`src/rtl/pc_sequencer.sv`:
```
// pc_sequencer: program-counter owner and fetch/issue/resolve sequencer, one instruction in flight
// Ports: system1000 clock, system1000_rstn sync active-low reset;
//   fetch_req/fetch_addr/fetch_ack/fetch_instr  instruction-memory handshake (fetch_addr is the PC);
//   instr_valid/instr_out/pc_out/dec_ready      issue handshake to decode;
//   br_valid/br_kind/br_cond/br_off/br_target   control-flow outcome from execute;
//   halt/halted                                 stop at next instruction boundary, leave only by reset;
//   ras_err                                     sticky return-address-stack under/overflow.
// Optional feature: define PC_SEQUENCER_RAS_EN for the call/return stack (kinds 6/7).
module pc_sequencer #(
  parameter int PC_W = 8,
  parameter int INSTR_W = 16,
  parameter int RAS_DEPTH = 4
) (
  input  logic                      system1000,
  input  logic                      system1000_rstn,
  output logic                      fetch_req,
  output logic [PC_W-1:0]           fetch_addr,
  input  logic                      fetch_ack,
  input  logic [INSTR_W-1:0]        fetch_instr,
  output logic                      instr_valid,
  output logic [INSTR_W-1:0]        instr_out,
  output logic [PC_W-1:0]           pc_out,
  input  logic                      dec_ready,
  input  logic                      br_valid,
  input  logic [2:0]                br_kind,
  input  logic                      br_cond,
  input  logic signed [PC_W-1:0]    br_off,
  input  logic signed [15:0]        br_target,
  input  logic                      halt,
  output logic                      halted,
  output logic                      ras_err
);
  typedef enum logic [2:0] {S_IDLE, S_FETCH, S_ISSUE, S_RESOLVE, S_HALT} state_t;
  state_t r_state;
  logic [PC_W-1:0] r_pc, r_pc_out, w_seq, w_rel, w_next;
  logic [INSTR_W-1:0] r_instr;
  logic r_fetch_req, r_instr_valid, r_halted, r_halt_pending;
  logic w_unused;
  assign w_seq = r_pc + PC_W'(1);
  assign w_rel = r_pc + br_off;
  assign w_unused = ^br_target ^ (RAS_DEPTH > 0);
`ifdef PC_SEQUENCER_RAS_EN
  localparam int SP_W = (RAS_DEPTH > 1) ? $clog2(RAS_DEPTH) : 1;
  // Circular stack: r_sp is the next free slot, so a push when full lands on the oldest entry.
  logic [PC_W-1:0] r_ras [RAS_DEPTH];
  logic [SP_W-1:0] r_sp, w_sp_inc, w_sp_dec;
  logic [SP_W:0] r_cnt;
  logic r_ras_err, w_full, w_empty;
  assign w_sp_inc = (r_sp == SP_W'(RAS_DEPTH - 1)) ? '0 : r_sp + SP_W'(1);
  assign w_sp_dec = (r_sp == '0) ? SP_W'(RAS_DEPTH - 1) : r_sp - SP_W'(1);
  assign w_full = r_cnt == (SP_W + 1)'(RAS_DEPTH);
  assign w_empty = r_cnt == '0;
  assign ras_err = r_ras_err;
`else
  assign ras_err = 1'b0;
`endif
  always_comb begin
    w_next = w_seq;
    case (br_kind)
      3'd1: w_next = br_off;
      3'd2: w_next = w_rel;
      3'd3: w_next = br_cond ? br_off : w_seq;
      3'd4: w_next = br_cond ? w_rel : w_seq;
      3'd5: w_next = br_target[PC_W-1:0];
`ifdef PC_SEQUENCER_RAS_EN
      3'd6: w_next = br_off;
      3'd7: w_next = w_empty ? w_seq : r_ras[w_sp_dec];
`endif
      default: w_next = w_seq;
    endcase
  end
  always_ff @(posedge system1000) begin
    if (!system1000_rstn) begin
      r_state <= S_IDLE;
      r_pc <= '0;
      r_pc_out <= '0;
      r_instr <= '0;
      r_fetch_req <= 1'b0;
      r_instr_valid <= 1'b0;
      r_halted <= 1'b0;
      r_halt_pending <= 1'b0;
`ifdef PC_SEQUENCER_RAS_EN
      for (int i = 0; i < RAS_DEPTH; i++) r_ras[i] <= '0;
      r_sp <= '0;
      r_cnt <= '0;
      r_ras_err <= 1'b0;
`endif
    end else begin
      r_halt_pending <= r_halt_pending | halt;
      case (r_state)
        S_IDLE: begin
          r_state <= S_FETCH;
          r_fetch_req <= 1'b1;
        end
        S_FETCH: if (fetch_ack) begin
          r_instr <= fetch_instr;
          r_pc_out <= r_pc;
          r_fetch_req <= 1'b0;
          r_instr_valid <= 1'b1;
          r_state <= S_ISSUE;
        end
        S_ISSUE: if (dec_ready) begin
          r_instr_valid <= 1'b0;
          r_state <= S_RESOLVE;
        end
        S_RESOLVE: if (br_valid) begin
          r_pc <= w_next;
          // A halt seen at any point up to and including this cycle stops at this boundary.
          if (r_halt_pending | halt) begin
            r_state <= S_HALT;
            r_halted <= 1'b1;
          end else begin
            r_state <= S_FETCH;
            r_fetch_req <= 1'b1;
          end
`ifdef PC_SEQUENCER_RAS_EN
          if (br_kind == 3'd6) begin
            r_ras[r_sp] <= w_seq;
            r_sp <= w_sp_inc;
            if (w_full) r_ras_err <= 1'b1;
            else r_cnt <= r_cnt + (SP_W + 1)'(1);
          end else if (br_kind == 3'd7) begin
            if (w_empty) r_ras_err <= 1'b1;
            else begin
              r_sp <= w_sp_dec;
              r_cnt <= r_cnt - (SP_W + 1)'(1);
            end
          end
`endif
        end
        default: r_state <= r_state;
      endcase
    end
  end
  assign fetch_req = r_fetch_req;
  assign fetch_addr = r_pc;
  assign instr_valid = r_instr_valid;
  assign instr_out = r_instr;
  assign pc_out = r_pc_out;
  assign halted = r_halted;
endmodule

```
`config.mk`:
```
export PLATFORM = sky130hd
export DESIGN_NAME = pc_sequencer
export DESIGN_NICKNAME = d
export VERILOG_FILES = /design/src/rtl/pc_sequencer.sv
export SDC_FILE = /design/constraint.sdc
export NUM_CORES = 1
export LEC_CHECK = 0
export ABC_AREA = 0
export BUFFER_PORTS_ARGS = -buffer_cell sky130_fd_sc_hd__buf_4
export CAP_MARGIN = 20
export CORE_UTILIZATION = 52
export DETAILED_ROUTE_END_ITERATION = 10
export PLACE_DENSITY = 0.93
export SLEW_MARGIN = 10
export SYNTH_ARGS = -nofsm -noshare
export SYNTH_HDL_FRONTEND = slang
export SYNTH_SLANG_ARGS = --single-unit
```
`constraint.sdc`:
```
create_clock -name system1000 -period 3.3 [get_ports system1000]
set_input_delay 0.66 -clock system1000 [delete_from_list [all_inputs] [get_ports system1000]]
set_output_delay 0.66 -clock system1000 [all_outputs]
set_load 0.01 [all_outputs]
```
# Word level (Yosys, flattened, before mapping)
# Index checks and enable logic that the tools add are counted.
[op_classes] n_addsub=2 n_eq_ne=12 bitwise=1 n_reduce_logical=10 mux=15
[ops] op="8-bit case mux with 5 select lines" n=1
[ops] op="8-bit 2-to-1 mux" n=2
[ops] op="3-bit by 2-bit equality test with 1-bit output (second input constant)" n=4
[ops] op="3-bit 2-to-1 mux" n=4
[ops] op="3-bit case mux with 4 select lines" n=1
[ops] op="8-bit by 1-bit adder with 8-bit output (second input constant)" n=1
[ops] op="8-bit adder" n=1
[ops] op="2-bit inequality test (second input constant)" n=4
[ops] op="4-bit AND reduction" n=2
[ops] op="3-bit by 1-bit equality test with 1-bit output (second input constant)" n=2
[ops] op="3-bit equality test (second input constant)" n=2
[ops] op="3-bit AND reduction" n=2
[ops] op="1-bit 2-to-1 mux" n=5
[ops] op="2-bit AND reduction" n=2
[ops] op="4-bit nonzero test" n=1
[ops] op="3-bit zero test" n=1
[ops] op="1-bit case mux with 3 select lines" n=1
[ops] op="3-bit nonzero test" n=1
[ops] op="1-bit case mux with 2 select lines" n=1
[ops] op="2-bit nonzero test" n=1
[ops] op="1-bit OR" n=1
[word_totals] reg_bits=39 output_inout_bits=36

# Logic depth before layout (Yosys ltp)
# Gate-level depths: netlist (run 1).
[logic_depth] ltp_word=4 ltp_mapped=7 ltp_nobuf=7

# Least setup slack after synthesis (run 1)
# Ideal clock, no wire load.
[synth_timing] path_type="input to register" from="input port br_off[0]" to="register r_pc[4] (netlist: fetch_addr[4])" path_slack_ps=1177 path_stages=7 arrival_ps=2000 cell_sequence="ha_1 fa_1 a21o_1 a21oi_1 xnor2_1 a221oi_1 nor2_1"
[synth_via] elab_chain_cells=3
[synth_lines] item="start: declaration" line="27" source="input logic signed [PC_W-1:0] br_off,"
[synth_lines] item="8-bit adder (*)" line="40" source="assign w_rel = r_pc + br_off;"
[synth_lines] item="8-bit 2-to-1 mux" line="63" source="3'd4: w_next = br_cond ? w_rel : w_seq;"
[synth_lines] item="8-bit case mux with 5 select lines (*)" line="59" source="case (br_kind)"
[synth_lines] item="end signal: assignment" line="107" source="r_pc <= w_next;"
[synth_lines] item="end: declaration" line="35" source="logic [PC_W-1:0] r_pc, r_pc_out, w_seq, w_rel, w_next;"
# Every way passes the cells marked *; elsewhere a longest branch is shown, timed or not.
# A chain may end at the register's enable or synchronous reset.

# Worst setup path in the final report (run 1)
# Same ends and word-level chain as after synthesis.

==> impl_metrics.tcl, run 1 <==
set metrics [dict create \
    timing.setup.tns_ns 0 \
    ios 86 \
    clock_skew_ns 0.00237 \
    vias 2062 \
    hold_class "register to register" \
    cts_buffers 5 \
    cts_tree "done" \
    nNetsFinal 384 \
    relSlewSlack_pct 36.6 \
    total_power_mw 1.04 \
    yosys.area.top_type_share_pct 37.5 \
    timing.rr.end "fetch_addr[4]" \
    min_from "instr_out[8]" \
    avgSynthCellArea_um2 8.28 \
    critPathSlowestCell "fa_1" \
    powerDensity_mw_per_mm2 375 \
    grt_pass1_wl_um 8310 \
    syn-cell-area_mm2 0.00208 \
    rows 22 \
    drtPass1Iterations 4 \
    cp_slowest_stage_delay_ns 0.45 \
    synth_fp_nets 310 \
    worstPathRequired_ns 3.48 \
    die_h_um 65.2 \
    ys_seq_area_share_pct 37.5 \
    clock_sinks 39 \
    hold_depth 2 \
    post-route-drc-count 0 \
    ys_warn_count 0 \
    clock_latency_ns 0.29 \
    cts_buffer_depth 2 \
    status "complete, no violations" \
    place_congestion 0.893 \
    cts_root_buf "clkbuf_8" \
    max_slew.worst_pin.slew_ns 0.948 \
    design_area_mm2 0.00277 \
    async_flop_share_pct 0 \
    cts_htree_levels 2 \
    hold_viol 0 \
    wl_per_cell_um 13.7 \
    vias_per_cell 5.51 \
    die_area_mm2 0.00426 \
    synth_edf_count 0 \
    worst_ep_arrival_time_ns 2.32 \
    synthTopCellsByArea "dfxtp_1 38%, nand2_1 10%, a21boi_0 8.3%, ha_1 4.8%, a221oi_1 3.8%" \
    grt_max_degree 40 \
    critPathLaunchType "input pin" \
    grt-ovfl-total 0 \
    leakagePower_nw 1.19 \
    slew_viol_final 0 \
    dpl-instance-area_mm2 0.00267 \
    dp.final_hpwl_um 3760 \
    diodes 0 \
    yosys.area.top_type "dfxtp_1" \
    synth_seq_cells 39 \
    die_w_um 65.2 \
    cts_resized 0 \
    fin_crit_ns 2.14 \
    ant_nets 0 \
    antenna_found_initial 0 \
    drv_cap 0 \
    grt_usage_pct 25.3 \
    r2r_slack_ns 1.17 \
    final_common_cell "buf_4" \
    cp_max_fo 3 \
    hold_buffers 0 \
    cp-end-kind "register" \
    cts.clk_slew.worst_paths_ns 0.07 \
    synth_cells 251 \
    rsz0062_at_grt "false" \
    drive_above_1_share_pct 27.9 \
    start_util_pct 55.5 \
    cts_setup_buffers 0 \
    period_share_pct 65.0 \
    min_to "instr_out[8]" \
    ir_drop_uv 294 \
    first_iter_violations 133 \
    syn_to_final_growth_pct 33.0 \
    ys.flop_type "dfxtp_1" \
    core-area_mm2 0.00374 \
    crit_chain "buf_4 > ha_1 > fa_1 > a21o_1 > a21oi_1 > xnor2_1 > a221oi_1 > nor2_1" \
    r2r_start "fetch_addr[0]" \
    reg2reg_depth 7 \
    fmax_ghz 0.467 \
    grt_pass1_vias 1933 \
    wl_um 5140 \
    path_class "input pin to register" \
    io_buffer_count 76 \
    fillers 288 \
    report.final.setup_viol 0 \
    layout_common_cells "77 x buf_4, 57 x nand2_1, 39 x dfxtp_1" \
    synth.distinct_cells 38 \
]
==> layer usage <==
metal / wire length (um) / vias to the layer above / share of wire, % / global-route usage [%]
met4: 157 / 0 / 3.1 / 13.9
met3: 277 / 16 / 5.4 / 5.73
met2: 2520 / 72 / 49 / 40.6
li1: - / 1041 / - / -
met1: 2190 / 933 / 43 / 31.3
met5: 0 / - / 0 / 0
==> metrics by stage <==
stage | std cells | hold WS (ns) | utilization (%) | setup WS (ns)
after floorplan | 251 | 0.474 | - | 1.18
after global placement | 366 | 0.448 | 71.2 | 0.935
after detailed placement | 366 | 0.454 | 71.2 | 0.887
after CTS | 374 | 0.464 | 73.9 | 1.18
after global routing | 374 | 0.481 | 73.9 | 1.06
final | 374 | 0.460 | 73.9 | 1.16
==> critical path: cells and delay by family <==
| family | cells | cell delay (ns) |
|---|---|---|
| AO/OA/AOI/OAI | 3 | 0.72 |
| buffers and inverters | 1 | 0.11 |
| AND/OR/NAND/NOR | 1 | 0.08 |
| XOR/XNOR | 1 | 0.09 |
| adder cells (fa/ha/maj) | 2 | 0.65 |
==> flip-flops by register name, summed over array words and instances, names as in the netlist <==
register and count:
fetch_addr 8, fetch_req 1, halted 1, instr_out 16
instr_valid 1, pc_out 8, r_halt_pending 1, r_state 3
==> how the worst max path moves through the flow <==
| stage | slack, ns | to | startpoint |
|---|---|---|---|
| after CTS | 1.18 | fetch_addr[6] | br_off[0] |
| after global placement | 0.94 | fetch_addr[4] | br_off[0] |
| after detailed placement | 0.89 | fetch_addr[6] | br_off[0] |
| after global routing | 1.06 | fetch_addr[6] | fetch_addr[0] |
| after floorplan | 1.18 | fetch_addr[4] | br_off[0] |
| final | 1.16 | fetch_addr[4] | br_off[0] |
==> final cells by class <==
cell class                      count  area (um^2)  area share, %
Inverter                            3         11.3          0.407
Clock buffer                        8          100           3.62
Timing Repair Buffer               77          578           20.9
Multi-Input combinational cell    199         1230           44.7
Sequential cell                    39          781           28.2
Tap cell                           48         60.1           2.17
==> cells by family (layout without fill, tap and decap cells) <==
| logic type | after synthesis | after routing | share of synthesized area (%) |
|---|---|---|---|
| and+or+nand+nor | 100 | 100 | 22.6 |
| AOI/OAI and AO/OA | 79 | 79 | 26.7 |
| DFF | 39 | 39 | 37.5 |
| buffers and inverters | 13 | 88 | 3.07 |
| xor gates and xnor gates | 10 | 10 | 4.21 |
| adders and majority gates | 9 | 9 | 5.78 |
| other | 1 | 1 | 0.180 |
==> synth_stat cells (2+ instances only) <==
cell	instances
a221oi_1	9
a221o_1	4
ha_1	8
inv_1	3
o21ai_0	14
and3_1	2
a211oi_1	2
nor2b_1	4
nand3b_1	4
xor2_1	5
xnor2_1	5
buf_4	3
buf_2	3
nor3b_2	2
a21oi_1	14
a31oi_1	5
dfxtp_1	39
nand2_1	57
or3_1	3
a21boi_0	23
clkbuf_1	4
nand2b_1	3
nor2_1	14
nand3_1	7
==> report_power, final <==
part	internal (mW)	total, mW	switching [mW]
sequential	0.491	0.509	0.0184
clock	0.190	0.343	0.153
combinational	0.0913	0.185	0.0935
No activity file was read; power rests on OpenSTA's default activity.
==> run 2: changes to the inputs <==
- CORE_UTILIZATION: 52 -> 43
- PLACE_DENSITY: 0.93 -> 0.83
- clock period: 3.3 -> 1.8 ns (I/O delays scaled with it)
==> run 2 against run 1 <==
  * Routed wire length is 9.5% higher
  * Utilization down 7.4 points
  * Via count grew 3.3%
  * Largest power group unchanged
  * Count of clock-buffer cells in the layout down 3
  * Combinational power is 110% higher
  * Critical endpoint is now fetch_addr[7]
==> impl_metrics.tcl, run 2 (synthesis results as in run 1) <==
set metrics [dict create \
    first_iter_violations 139 \
    grt-ovfl-total 0 \
    hold_buffers 0 \
    power_frac_clock_pct 35.6 \
    wl_um 5630 \
    worstPathRequired_ns 2.01 \
    die_h_um 71.5 \
    core-area_mm2 0.00450 \
    die_w_um 71.5 \
    critPathLaunchType "register" \
    final_common_cell "buf_4" \
    cp-end-kind "register" \
    layout_common_cells "94 x buf_4, 57 x nand2_1, 34 x dfxtp_1" \
    cts.clk_slew.worst_paths_ns 0.08 \
    p_int_mw 1.51 \
    drv_cap 0 \
    diodes 0 \
    dpl-instance-area_mm2 0.00281 \
    cts_buffers 5 \
    ios 86 \
    rsz0062_at_grt "true" \
    die_area_mm2 0.00512 \
    slew_viol_final 0 \
    cts_setup_buffers 0 \
    critPathSlowestCell "ha_1" \
    wl_per_cell_um 14.2 \
    powerDensity_mw_per_mm2 681 \
    place_congestion 0.940 \
    cts_tree "done" \
    ir_drop_uv 382 \
    cts_buffer_depth 2 \
    antenna_found_initial 0 \
    grt_pass1_wl_um 9040 \
    switchingPower_mw 0.535 \
    syn_to_final_growth_pct 44.0 \
    fmax_ghz 0.566 \
    comb_power_share_pct 18.9 \
    clock_sinks 39 \
    ant_nets 0 \
    hold_viol 0 \
    pwr-share-seq_pct 45.4 \
    io_buffer_count 76 \
    grt_max_degree 40 \
    cp_max_fo 4 \
    post-route-drc-count 0 \
    critPathBufInv 0 \
    dp.final_hpwl_um 3980 \
    grt_pass1_vias 2019 \
    crit_chain "ha_1 > nor2_1 > or3_1 > a311oi_1 > o21ai_0 > a31oi_1" \
    relSlewSlack_pct 57.8 \
    vias 2130 \
    drtPass1Iterations 4 \
    cts_root_buf "clkbuf_8" \
    clock_skew_ns 0.00645 \
    worst_ep_arrival_time_ns 1.98 \
    cts_htree_levels 2 \
    fin_crit_ns 1.77 \
    grt_usage_pct 22.2 \
    max_slew.worst_pin.slew_ns 0.630 \
    hold_class "input pin to register" \
    design_area_mm2 0.00299 \
    report.final.setup_viol 0 \
    clock_latency_ns 0.29 \
    status "complete, no violations" \
    drive_above_1_share_pct 36.0 \
    fillers 363 \
    cp_slowest_stage_delay_ns 0.41 \
    period_share_pct 98.2 \
    leakagePower_nw 1.30 \
    crit_family "compound AO/OA/AOI/OAI gates" \
    rows 24 \
    start_util_pct 46.2 \
    vias_per_cell 5.38 \
    path_class "register to register" \
    timing.setup.tns_ns 0 \
    largest_reg_flops 16 \
    swShare_pct 26.2 \
    nNetsFinal 402 \
]
-- run 2: cell count changes in the layout (fill, tap and decap cells not counted), sizes merged --
cell,change
buf,+18
clkbuf,-3
clkinv,+2
bufinv,+1
-- run 2: repair_timing --
item,in CTS,in global routing
cloned,0,0
pin swaps,1,5
endpoints found under the setup margin,2,5
resized for setup,1,15
-- run 2: routing by layer --
metal | part of all wire [%] | vias to the layer above | track usage, %
li1 | - | 1071 | -
met1 | 44 | 984 | 27.6
met2 | 49 | 63 | 38.6
met3 | 4.5 | 12 | 4.50
met4 | 2.6 | 0 | 7.41
met5 | 0 | - | 0
-- run 2: path summary, 6_finish.rpt --
kind,start,cells past startpoint,slack [ns],to
worst max register to register,fetch_addr[2],6,0.03,fetch_addr[7]
worst min register to register,pc_out[6],2,0.46,pc_out[6]
worst min-delay path,fetch_instr[8],3,0.32,instr_out[8]
worst max-delay path,fetch_addr[2],6,0.03,fetch_addr[7]
-- run 2: power groups by stage --
stage	registers (mW)	logic, mW	clock network [mW]
5_1_grt	0.932	0.423	0.776
6_report	0.927	0.387	0.726
3_5_place_dp	0.946	0.367	0
2_1_floorplan	0.957	0.172	0
4_1_cts	0.926	0.371	0.740
3_3_place_gp	0.945	0.360	0
-- run 2: area by class of cell --
cell class                 instances  area, um^2  share of cell area (%)
inverter                           3        11.3                   0.376
timing repair buffer              95         717                    23.9
sequential                        39         787                    26.3
clock buffer                       5        68.8                    2.30
clock inverter                     3        43.8                    1.46
multi-input combinational        199        1300                    43.5
tap                               52        65.1                    2.17
-- run 2: worst reg2reg max path, stage by stage, from the launching register on --
cell and delay, ns:
dfxtp_1 0.34, ha_1 0.41, nor2_1 0.11, or3_1 0.32, a311oi_1 0.22, o21ai_0 0.14
a31oi_1 0.15
-- run 2: per-stage QoR --
step	util (%)	setup slack [ns]	instances	hold WS, ns	power, mW
after floorplan	-	0.00741	251	0.474	1.13
after global placement	62.4	-0.157	388	0.445	1.30
after detailed placement	62.4	-0.169	388	0.457	1.31
after CTS	64.9	-0.00382	396	0.324	2.04
after global routing	66.5	-0.0338	396	0.320	2.13
final	66.5	0.0325	396	0.324	2.04
